==> src/rtl/scope_pkg.sv <==
// Shared definitions for the scope datapath: default widths, the
// decimator mode encoding and a signed saturation helper.
package scope_pkg;

    localparam int SCOPE_DCW = 17;
    localparam int SCOPE_SHW = 5;
    localparam int SAT_W     = 64;

    typedef enum logic {
        MODE_KEEP = 1'b0,
        MODE_AVG  = 1'b1
    } dec_mode_e;

    // Clamp a wide signed value into the range of a w-bit signed number.
    function automatic logic signed [SAT_W-1:0] sat_signed(
        input logic signed [SAT_W-1:0] x,
        input int                      w
    );
        logic signed [SAT_W-1:0] hi;
        logic signed [SAT_W-1:0] lo;
        logic signed [SAT_W-1:0] r;
        hi = (64'sd1 <<< (w - 1)) - 64'sd1;
        lo = -(64'sd1 <<< (w - 1));
        if (x > hi) begin
            r = hi;
        end else if (x < lo) begin
            r = lo;
        end else begin
            r = x;
        end
        return r;
    endfunction

endpackage

==> src/rtl/axi4_stream_if.sv <==
// Minimal AXI4-Stream bundle; the clock and reset travel with the stream.
interface axi4_stream_if #(
    parameter int DN = 1,
    parameter int DW = 14
) (
    input logic ACLK,
    input logic ARESETn
);
    localparam int KW = (DN * DW + 7) / 8;

    logic [DN*DW-1:0] TDATA;
    logic [KW-1:0]    TKEEP;
    logic             TLAST;
    logic             TVALID;
    logic             TREADY;

    modport d (input ACLK, ARESETn, TDATA, TKEEP, TLAST, TVALID, output TREADY);
    modport s (input ACLK, ARESETn, TREADY, output TDATA, TKEEP, TLAST, TVALID);
endinterface

==> src/rtl/scope_decimator.sv <==
// Decimates a sample stream by N, emitting either the saturated, shifted
// sum of each group of N samples or the last sample of each group.
module scope_decimator
    import scope_pkg::*;
#(
    parameter int DN  = 1,
    parameter int DWI = 14,
    parameter int DWO = 14,
    parameter int DCW = SCOPE_DCW
) (
    input  logic                 ctl_rst,
    input  logic [DCW-1:0]       cfg_dec,
    input  logic [SCOPE_SHW-1:0] cfg_shr,
    input  logic                 cfg_avg,
    axi4_stream_if.d             sti,
    axi4_stream_if.s             sto
);

    localparam int AW = DWI + DCW;

    logic                    clk;
    logic [DCW-1:0]          cnt_r;
    logic signed [AW-1:0]    acc_r;
    logic [DWO-1:0]          tdata_r;
    logic                    tvalid_r;

    logic [DCW-1:0]          n_s;
    logic                    ready_s;
    logic                    xfer_s;
    logic                    last_s;
    logic signed [DWI-1:0]   sample_s;
    logic signed [AW-1:0]    sample_ext_s;
    logic signed [AW-1:0]    sum_s;
    logic signed [AW-1:0]    res_s;
    logic signed [SAT_W-1:0] wide_s;
    logic signed [SAT_W-1:0] sat_s;
    logic                    unused_ok;

    assign clk       = sti.ACLK;
    assign unused_ok = ^{sti.ARESETn, sti.TLAST, sti.TKEEP, DN[0]};

    // The upstream may only push when the output register is free or draining.
    assign ready_s    = sto.TREADY | ~tvalid_r;
    assign sti.TREADY = ready_s;
    assign xfer_s     = sti.TVALID & ready_s;
    assign sample_s   = sti.TDATA[DWI-1:0];

    // Group bookkeeping, accumulation and result formatting.
    always_comb begin
        n_s          = {DCW{1'b0}};
        last_s       = 1'b0;
        sample_ext_s = {{DCW{sample_s[DWI-1]}}, sample_s};
        sum_s        = {AW{1'b0}};
        res_s        = {AW{1'b0}};
        wide_s       = {SAT_W{1'b0}};
        sat_s        = {SAT_W{1'b0}};

        if (cfg_dec == {DCW{1'b0}}) begin
            n_s = {{(DCW-1){1'b0}}, 1'b1};
        end else begin
            n_s = cfg_dec;
        end
        // A shrunk N mid-group makes the very next transfer the last one.
        last_s = (cnt_r >= (n_s - {{(DCW-1){1'b0}}, 1'b1}));

        if (cnt_r == {DCW{1'b0}}) begin
            sum_s = sample_ext_s;
        end else begin
            sum_s = acc_r + sample_ext_s;
        end

        case (dec_mode_e'(cfg_avg))
            MODE_AVG:  res_s = sum_s >>> cfg_shr;
            MODE_KEEP: res_s = sample_ext_s;
            default:   res_s = sample_ext_s;
        endcase

        wide_s = {{(SAT_W-AW){res_s[AW-1]}}, res_s};
        sat_s  = sat_signed(wide_s, DWO);
    end

    // Group counter, accumulator and registered output stage.
    always_ff @(posedge clk) begin
        if (ctl_rst) begin
            cnt_r    <= {DCW{1'b0}};
            acc_r    <= {AW{1'b0}};
            tvalid_r <= 1'b0;
            tdata_r  <= {DWO{1'b0}};
        end else begin
            if (xfer_s) begin
                acc_r <= sum_s;
                if (last_s) begin
                    cnt_r <= {DCW{1'b0}};
                end else begin
                    cnt_r <= cnt_r + {{(DCW-1){1'b0}}, 1'b1};
                end
            end
            if (xfer_s && last_s) begin
                tvalid_r <= 1'b1;
                tdata_r  <= sat_s[DWO-1:0];
            end else if (sto.TREADY) begin
                tvalid_r <= 1'b0;
            end
        end
    end

    assign sto.TDATA  = tdata_r;
    assign sto.TVALID = tvalid_r;
    assign sto.TLAST  = 1'b0;
    assign sto.TKEEP  = '1;

endmodule

==> src/flat_wrapper.sv <==
// flat-port wrapper written by rule: the top's interface ports become plain ports
module scope_decimator_flat import scope_pkg::*;
#(
    parameter int DN  = 1,
    parameter int DWI = 14,
    parameter int DWO = 14,
    parameter int DCW = SCOPE_DCW
)
  (ctl_rst, cfg_dec, cfg_shr, cfg_avg, ACLK, ARESETn, sti_TDATA, sti_TKEEP, sti_TLAST, sti_TVALID, sti_TREADY, sto_TREADY, sto_TDATA, sto_TKEEP, sto_TLAST, sto_TVALID);
  axi4_stream_if #(.DN(DN), .DW((14))) sti_i (.ACLK(ACLK), .ARESETn(ARESETn));
  axi4_stream_if #(.DN(DN), .DW((14))) sto_i (.ACLK(ACLK), .ARESETn(ARESETn));
  input  logic ctl_rst;
  input  logic [DCW-1:0] cfg_dec;
  input  logic [SCOPE_SHW-1:0] cfg_shr;
  input  logic cfg_avg;
  input wire logic ACLK;
  input wire logic ARESETn;
  input wire logic [$bits(sti_i.TDATA)-1:0] sti_TDATA;
  input wire logic [$bits(sti_i.TKEEP)-1:0] sti_TKEEP;
  input wire logic [$bits(sti_i.TLAST)-1:0] sti_TLAST;
  input wire logic [$bits(sti_i.TVALID)-1:0] sti_TVALID;
  output wire logic [$bits(sti_i.TREADY)-1:0] sti_TREADY;
  input wire logic [$bits(sto_i.TREADY)-1:0] sto_TREADY;
  output wire logic [$bits(sto_i.TDATA)-1:0] sto_TDATA;
  output wire logic [$bits(sto_i.TKEEP)-1:0] sto_TKEEP;
  output wire logic [$bits(sto_i.TLAST)-1:0] sto_TLAST;
  output wire logic [$bits(sto_i.TVALID)-1:0] sto_TVALID;
  assign sti_i.TDATA = sti_TDATA;
  assign sti_i.TKEEP = sti_TKEEP;
  assign sti_i.TLAST = sti_TLAST;
  assign sti_i.TVALID = sti_TVALID;
  assign sti_TREADY = sti_i.TREADY;
  assign sto_i.TREADY = sto_TREADY;
  assign sto_TDATA = sto_i.TDATA;
  assign sto_TKEEP = sto_i.TKEEP;
  assign sto_TLAST = sto_i.TLAST;
  assign sto_TVALID = sto_i.TVALID;
  scope_decimator #(.DN(DN), .DWI(DWI), .DWO(DWO), .DCW(DCW)) u_core (.ctl_rst(ctl_rst), .cfg_dec(cfg_dec), .cfg_shr(cfg_shr), .cfg_avg(cfg_avg), .sti(sti_i), .sto(sto_i));
endmodule
==> config.mk <==
export PLATFORM = sky130hd
export DESIGN_NAME = scope_decimator_flat
export DESIGN_NICKNAME = d
export VERILOG_FILES = /design/src/rtl/scope_pkg.sv /design/src/rtl/axi4_stream_if.sv /design/src/rtl/scope_decimator.sv /design/src/flat_wrapper.sv
export SDC_FILE = /design/constraint.sdc
export NUM_CORES = 1
export LEC_CHECK = 0
export ABC_AREA = 1
export CAP_MARGIN = 10
export CORE_ASPECT_RATIO = 1.5
export CORE_UTILIZATION = 44
export CTS_CLUSTER_SIZE = 10
export DETAILED_ROUTE_END_ITERATION = 6
export GPL_TIMING_DRIVEN = 0
export HOLD_SLACK_MARGIN = 0.06
export PLACE_DENSITY_LB_ADDON = 0.1
export REMOVE_ABC_BUFFERS = 1
export SETUP_SLACK_MARGIN = 0.02
export SYNTH_ARGS = -nofsm -noshare
export SYNTH_HDL_FRONTEND = slang
export SYNTH_SLANG_ARGS = --single-unit
==> constraint.sdc <==
create_clock -name ACLK -period 11.7 [get_ports ACLK]
set_clock_uncertainty 0.15 [all_clocks]
set_input_delay 2.925 -clock ACLK [delete_from_list [all_inputs] [get_ports ACLK]]
set_output_delay 2.925 -clock ACLK [all_outputs]
set_load 0.03 [all_outputs]
# [Yosys cells after proc, flatten, opt, wreduce, memory -nomap -nowiden]
# Cells that the tools add are included.
[word_totals] word_cells=27 in_bits=45 out_inout_bits=19 regBits=63
[op_classes] n_addsub=3 muxes=8 n_reduce_logical=4 magnitude_cmp=3 shifts=1 bitwise=4
[op_table] op="$pmux 31 s2" count=1
[op_table] op="$logic_not 17->1" count=2
[op_table] op="$mux 17" count=2
[op_table] op="$add 31x14->31" count=1
[op_table] op="$gt 31x14->1 const B" count=1
[op_table] op="$lt 31x14->1 const B" count=1
[op_table] op="$mux 31" count=1
[op_table] op="$sshr 31x5->31" count=1
[op_table] op="$mux 14" count=2
[op_table] op="$add 17x1->17 const B" count=1
[op_table] op="$ge 17x17->1" count=1
[op_table] op="$sub 17x1->17 const B" count=1
[op_table] op="$mux 1" count=2
[op_table] op="$not 1->1" count=2
[op_table] op="$reduce_bool 2->1" count=1
[op_table] op="$and 1x1->1" count=1
[op_table] op="$logic_and 1x1->1" count=1
[op_table] op="$or 1x1->1" count=1

# [Longest topological paths before layout]
[logic_depth] word_depth=7 depth_mapped=30 mapped_depth_nobuf=29

# [Least setup slack after synthesis]
# No wires, ideal clock.
[synth_timing] path_kind="input port to output port" start="input sto_TREADY" end="output sti_TREADY" path_stages=2 required_time_ns=8.625 arrival_time_ns=3.198 path_slack_ns=5.427 cell_sequence="inv_1 -> nand2_1"
[synth_between] elab_chain_len=1
[synth_rtl] element="start, declared" line="flat_wrapper.sv:23" rtl="input wire logic [$bits(sto_i.TREADY)-1:0] sto_TREADY;"
[synth_rtl] element="$or 1x1->1" line="scope_decimator.sv:43" rtl="assign ready_s = sto.TREADY | ~tvalid_r;"
[synth_rtl] element="end, declared" line="flat_wrapper.sv:22" rtl="output wire logic [$bits(sti_i.TREADY)-1:0] sti_TREADY;"
# Every way passes these cells.

# [Final worst setup path]
[layout_timing] start="input sti_TDATA[13]" end="register u_core.tdata_r[2] (netlist: u_core.sto.TDATA[2])"
[layout_between] elab_chain_len=7 word_cells_on_any_way=8 classes_between="1 x add/sub; 2 x order compare; 1 x shift; 4 x mux"
[layout_rtl] element="start, declared" line="flat_wrapper.sv:18" rtl="input wire logic [$bits(sti_i.TDATA)-1:0] sti_TDATA;"
[layout_rtl] element="$add 31x14->31" line="scope_decimator.sv:69" rtl="sum_s = acc_r + sample_ext_s;"
[layout_rtl] element="$mux 31" line="scope_decimator.sv:66" rtl="if (cnt_r == {DCW{1'b0}}) begin"
[layout_rtl] element="$sshr 31x5->31" line="scope_decimator.sv:73" rtl="MODE_AVG: res_s = sum_s >>> cfg_shr;"
[layout_rtl] element="$pmux 31 s2 *" line="scope_decimator.sv:72" rtl="case (dec_mode_e'(cfg_avg))"
[layout_rtl] element="$lt 31x14->1" line="scope_pkg.sv:26" rtl="end else if (x < lo) begin"
[layout_rtl] element="$mux 14" line="scope_pkg.sv:26"
[layout_rtl] element="$mux 14 *" line="scope_pkg.sv:24" rtl="if (x > hi) begin"
[layout_rtl] element="end signal, assigned" line="scope_decimator.sv:88" rtl="tdata_r <= {DWO{1'b0}};"
[layout_rtl] element="end signal, assigned" line="scope_decimator.sv:100" rtl="tdata_r <= sat_s[DWO-1:0];"
[layout_rtl] element="end, declared" line="scope_decimator.sv:24" rtl="logic [DWO-1:0] tdata_r;"
# Every way passes the cells marked *; elsewhere a longest branch is shown, timed or not.
# A chain may end at the register's enable or synchronous reset.

==> results.sh <==
export IMPL_status="finished, final reports clean"
export IMPL_totalWireLength_mm=26.59
export IMPL_track_usage=0.2858
export IMPL_worstPathArrival_ns=7.57
export IMPL_ys_ff_latch=63
export IMPL_num_rows=61
export IMPL_clk_latency_ns=0.36
export IMPL_hold_path_class="reg -> reg"
export IMPL_wl_met3_um=957
export IMPL_grt_pass1_wl_mm=42.95
export IMPL_top_layer="met4"
export IMPL_grt_pass1_vias=8795
export IMPL_synthCells=1471
export IMPL_worst_pin_slew_ns=1.182
export IMPL_coreArea_um2=18470
export IMPL_startpoint_type="input pin"
export IMPL_ys_warn_count=0
export IMPL_drt_iter0_drc=477
export IMPL_n_antenna_cell=0
export IMPL_avgSynthCellArea_um2=5.611
export IMPL_drive_gt1_frac=0.05306
export IMPL_fp_dieH_um=169.7
export IMPL_drc=0
export IMPL_power_density_nw_per_um2=102.1
export IMPL_cts_hold_buffers=0
export IMPL_dieArea_um2=19320
export IMPL_n_fill_cell=2111
export IMPL_grt_setup_unrepaired="false"
export IMPL_syn_to_final_growth_pct=11.96
export IMPL_cp_required_ns=11.78
export IMPL_slew_headroom=0.2096
export IMPL_cts_sinks=63
export IMPL_post_cts_setup_buffers=0
export IMPL_cts_buffer_depth=2
export IMPL_syn_area_um2=8254
export IMPL_portBuffers=56
export IMPL_gp_congestion=0.9371
export IMPL_ctsResizeCount=0
export IMPL_min_period_ns=7.496
export IMPL_cts_tree="yes"
export IMPL_numCtsBuffers=9
export IMPL_maxCapViolations=0
export IMPL_vias=9244
export IMPL_drv_slew=0
export IMPL_die_w_um=113.8
export IMPL_cts_max_level=3
export IMPL_crit_fanout=21
export IMPL_setup_viol=0
export IMPL_clk_pin_slew_worst_paths_ns=0.06
export IMPL_finalCritPeriodShare=0.6407
export IMPL_yosysSeqAreaShare=0.1528
export IMPL_fin_area_um2=9241
export IMPL_final_hold_viol_count=0
export IMPL_dr_pass1_iters=5
export IMPL_initial_utilization=0.4469
export IMPL_cellLeakagePower_nw=4.679
export IMPL_grt_ovfl_total=0
export IMPL_routedWlPerCell_um=15.27
export IMPL_route_met2_wl_mm=13.91
export IMPL_via_per_inst=5.310
export IMPL_ir_worst_vdd_uv=64.88
export IMPL_hpwl_mm=21.43
export IMPL_routedLengthMet1_mm=10.30
export IMPL_nets=1580
export IMPL_grt_max_degree=64
export IMPL_ys_types=51
export IMPL_tns_ns=0
export IMPL_utilization=0.5003
export IMPL_endpoint_kind="register"
export IMPL_place_area_um2=8843
export IMPL_io_pins=64
export IMPL_crit_type="in -> reg"
export IMPL_drtAntennaViolNets=0
export IMPL_root_buffer="clkbuf_16"
export IMPL_grt_antenna_before_repair=0
export IMPL_r2r_slack_ns=7.28
export IMPL_timing_fmax_mhz=133.4
-- routing by layer --
metal / up-vias / GRT usage
met5: - / 0
met4: 0 / 0.1575
met3: 73 / 0.03679
met2: 226 / 0.5440
met1: 4154 / 0.2983
li1: 4791 / -
-- layout make-up --
cell class                      instances  area [um^2]  area share
Multi-Input combinational cell       1140         5913      0.6399
Sequential cell                        63         1261      0.1365
Inverter                              211        793.3     0.08584
Timing Repair Buffer                   59        643.1     0.06959
Tap cell                              252        315.3     0.03412
Clock buffer                           11        232.7     0.02518
Clock inverter                          5        82.58    0.008936
-- flip-flops by register name, indices dropped and copies added, names as in the netlist --
signal,flops
u_core.acc_r,31
u_core.cnt_r,17
u_core.sto.TDATA,14
u_core.sto.TVALID,1
-- stage by stage --
step | hold WS, ns | instances | worst slack, ns | total power [mW]
finish | 0.3240 | 1741 | 4.204 | 0.9439
global placement | 0.3091 | 1722 | 3.764 | 0.6376
CTS | 0.3252 | 1738 | 4.143 | 0.9454
floorplan | 0.3214 | 1414 | 5.427 | 0.5225
global route | 0.3529 | 1741 | 3.773 | 1.011
detailed placement | 0.3159 | 1722 | 3.766 | 0.6399
-- worst max-delay path, stage by stage --
cell and delay [ns]:
clkdlybuf4s50_1 0.99, ha_1 0.72, nand2_1 0.13, nor2_1 0.22
nand2_1 0.15, nor2_1 0.14, nand2_1 0.14, nand2_1 0.12
nand2_1 0.06, nand3_1 0.14, nand3_1 0.10, nand3_1 0.14
nand3_1 0.18, nand2_1 0.12, nand2_1 0.05, nand2_1 0.16
nand2_1 0.08, nand2_1 0.11, nand2_1 0.05, nor2_1 0.08
nand3_1 0.07, nor2_1 0.12, nor2_1 0.07, nor2_4 0.36
a21oi_1 0.11
-- synth_stat cells, drive strengths merged --
library cell / n / area [um^2]
inv: 207 / 777.0
nand3: 232 / 1259
a21oi: 61 / 350.3
a2111oi: 1 / 8.760
o22ai: 2 / 12.51
nand2: 467 / 1798
a21o: 2 / 15.01
dfxtp: 63 / 1261
and2: 2 / 12.51
nor3: 13 / 65.06
xnor2: 20 / 175.2
fa: 1 / 20.02
conb: 2 / 7.510
clkbuf: 25 / 93.84
o31ai: 1 / 7.510
or2: 5 / 33.78
o21ai: 72 / 360.3
xor2: 16 / 140.1
a32oi: 1 / 8.760
mux2i: 3 / 30.03
a211oi: 1 / 7.510
a31o: 1 / 8.760
nor2: 116 / 447.9
clkinv: 4 / 16.26
nor3b: 6 / 56.31
o211ai: 25 / 187.7
nand4: 19 / 118.9
buf: 33 / 196.4
o221ai: 2 / 17.52
o21bai: 2 / 15.01
a31oi: 6 / 37.54
ha: 50 / 625.6
nand3b: 4 / 30.03
nor4: 6 / 52.55
-- path summary, 6_finish.rpt --
path                        startpoint              endpoint  depth (start not counted)
hold reg to reg   u_core.sto.TDATA[13]  u_core.sto.TDATA[13]                          2
setup reg to reg       u_core.acc_r[0]   u_core.sto.TDATA[2]                         28
hold / removal    u_core.sto.TDATA[13]  u_core.sto.TDATA[13]                          2
setup / recovery         sti_TDATA[13]   u_core.sto.TDATA[2]                         25
-- logic make-up (layout without fill, tap and decap cells) --
| logic type | Yosys count | after routing | synth area share |
|---|---|---|---|
| multiplexers | 3 | 3 | 0.003638 |
| flip-flops | 63 | 63 | 0.1528 |
| AO/OA/AOI/OAI | 177 | 177 | 0.1257 |
| AND/OR/NAND/NOR | 870 | 870 | 0.4693 |
| other | 2 | 3 | 0.0009098 |
| buffers and inverters | 269 | 286 | 0.1313 |
| XOR/XNOR | 36 | 36 | 0.03820 |
| adder cells (fa/ha/maj) | 51 | 51 | 0.07822 |
-- power by group --
| group | leakage (nW) | switching (mW) | internal, mW |
|---|---|---|---|
| clock | 0.154 | 0.114 | 0.187 |
| sequential | 0.516 | 0.00672 | 0.226 |
| combinational | 4.01 | 0.273 | 0.137 |
| total | 4.68 | 0.394 | 0.550 |
-- cells in the final DEF (no fill, tap or decap), types with 3 or more instances in the layout --
master,instances
nand3_2,17
nand3_1,214
dfxtp_1,63
clkdlybuf4s50_1,56
nor4_1,5
xor2_1,16
mux2i_1,3
nand2_1,451
inv_2,4
a21oi_2,12
inv_1,203
o21ai_0,68
a21oi_1,49
nor3_1,13
nor3b_1,5
nand3b_1,4
xnor2_1,20
clkinv_1,3
o211ai_1,25
or2_2,4
ha_1,50
clkbuf_16,9
nand4_1,19
conb_1,3
buf_16,3
a31oi_1,6
o21ai_1,4
nand2_2,15
nor2_1,113
No activity file was read; power rests on OpenSTA's default activity.
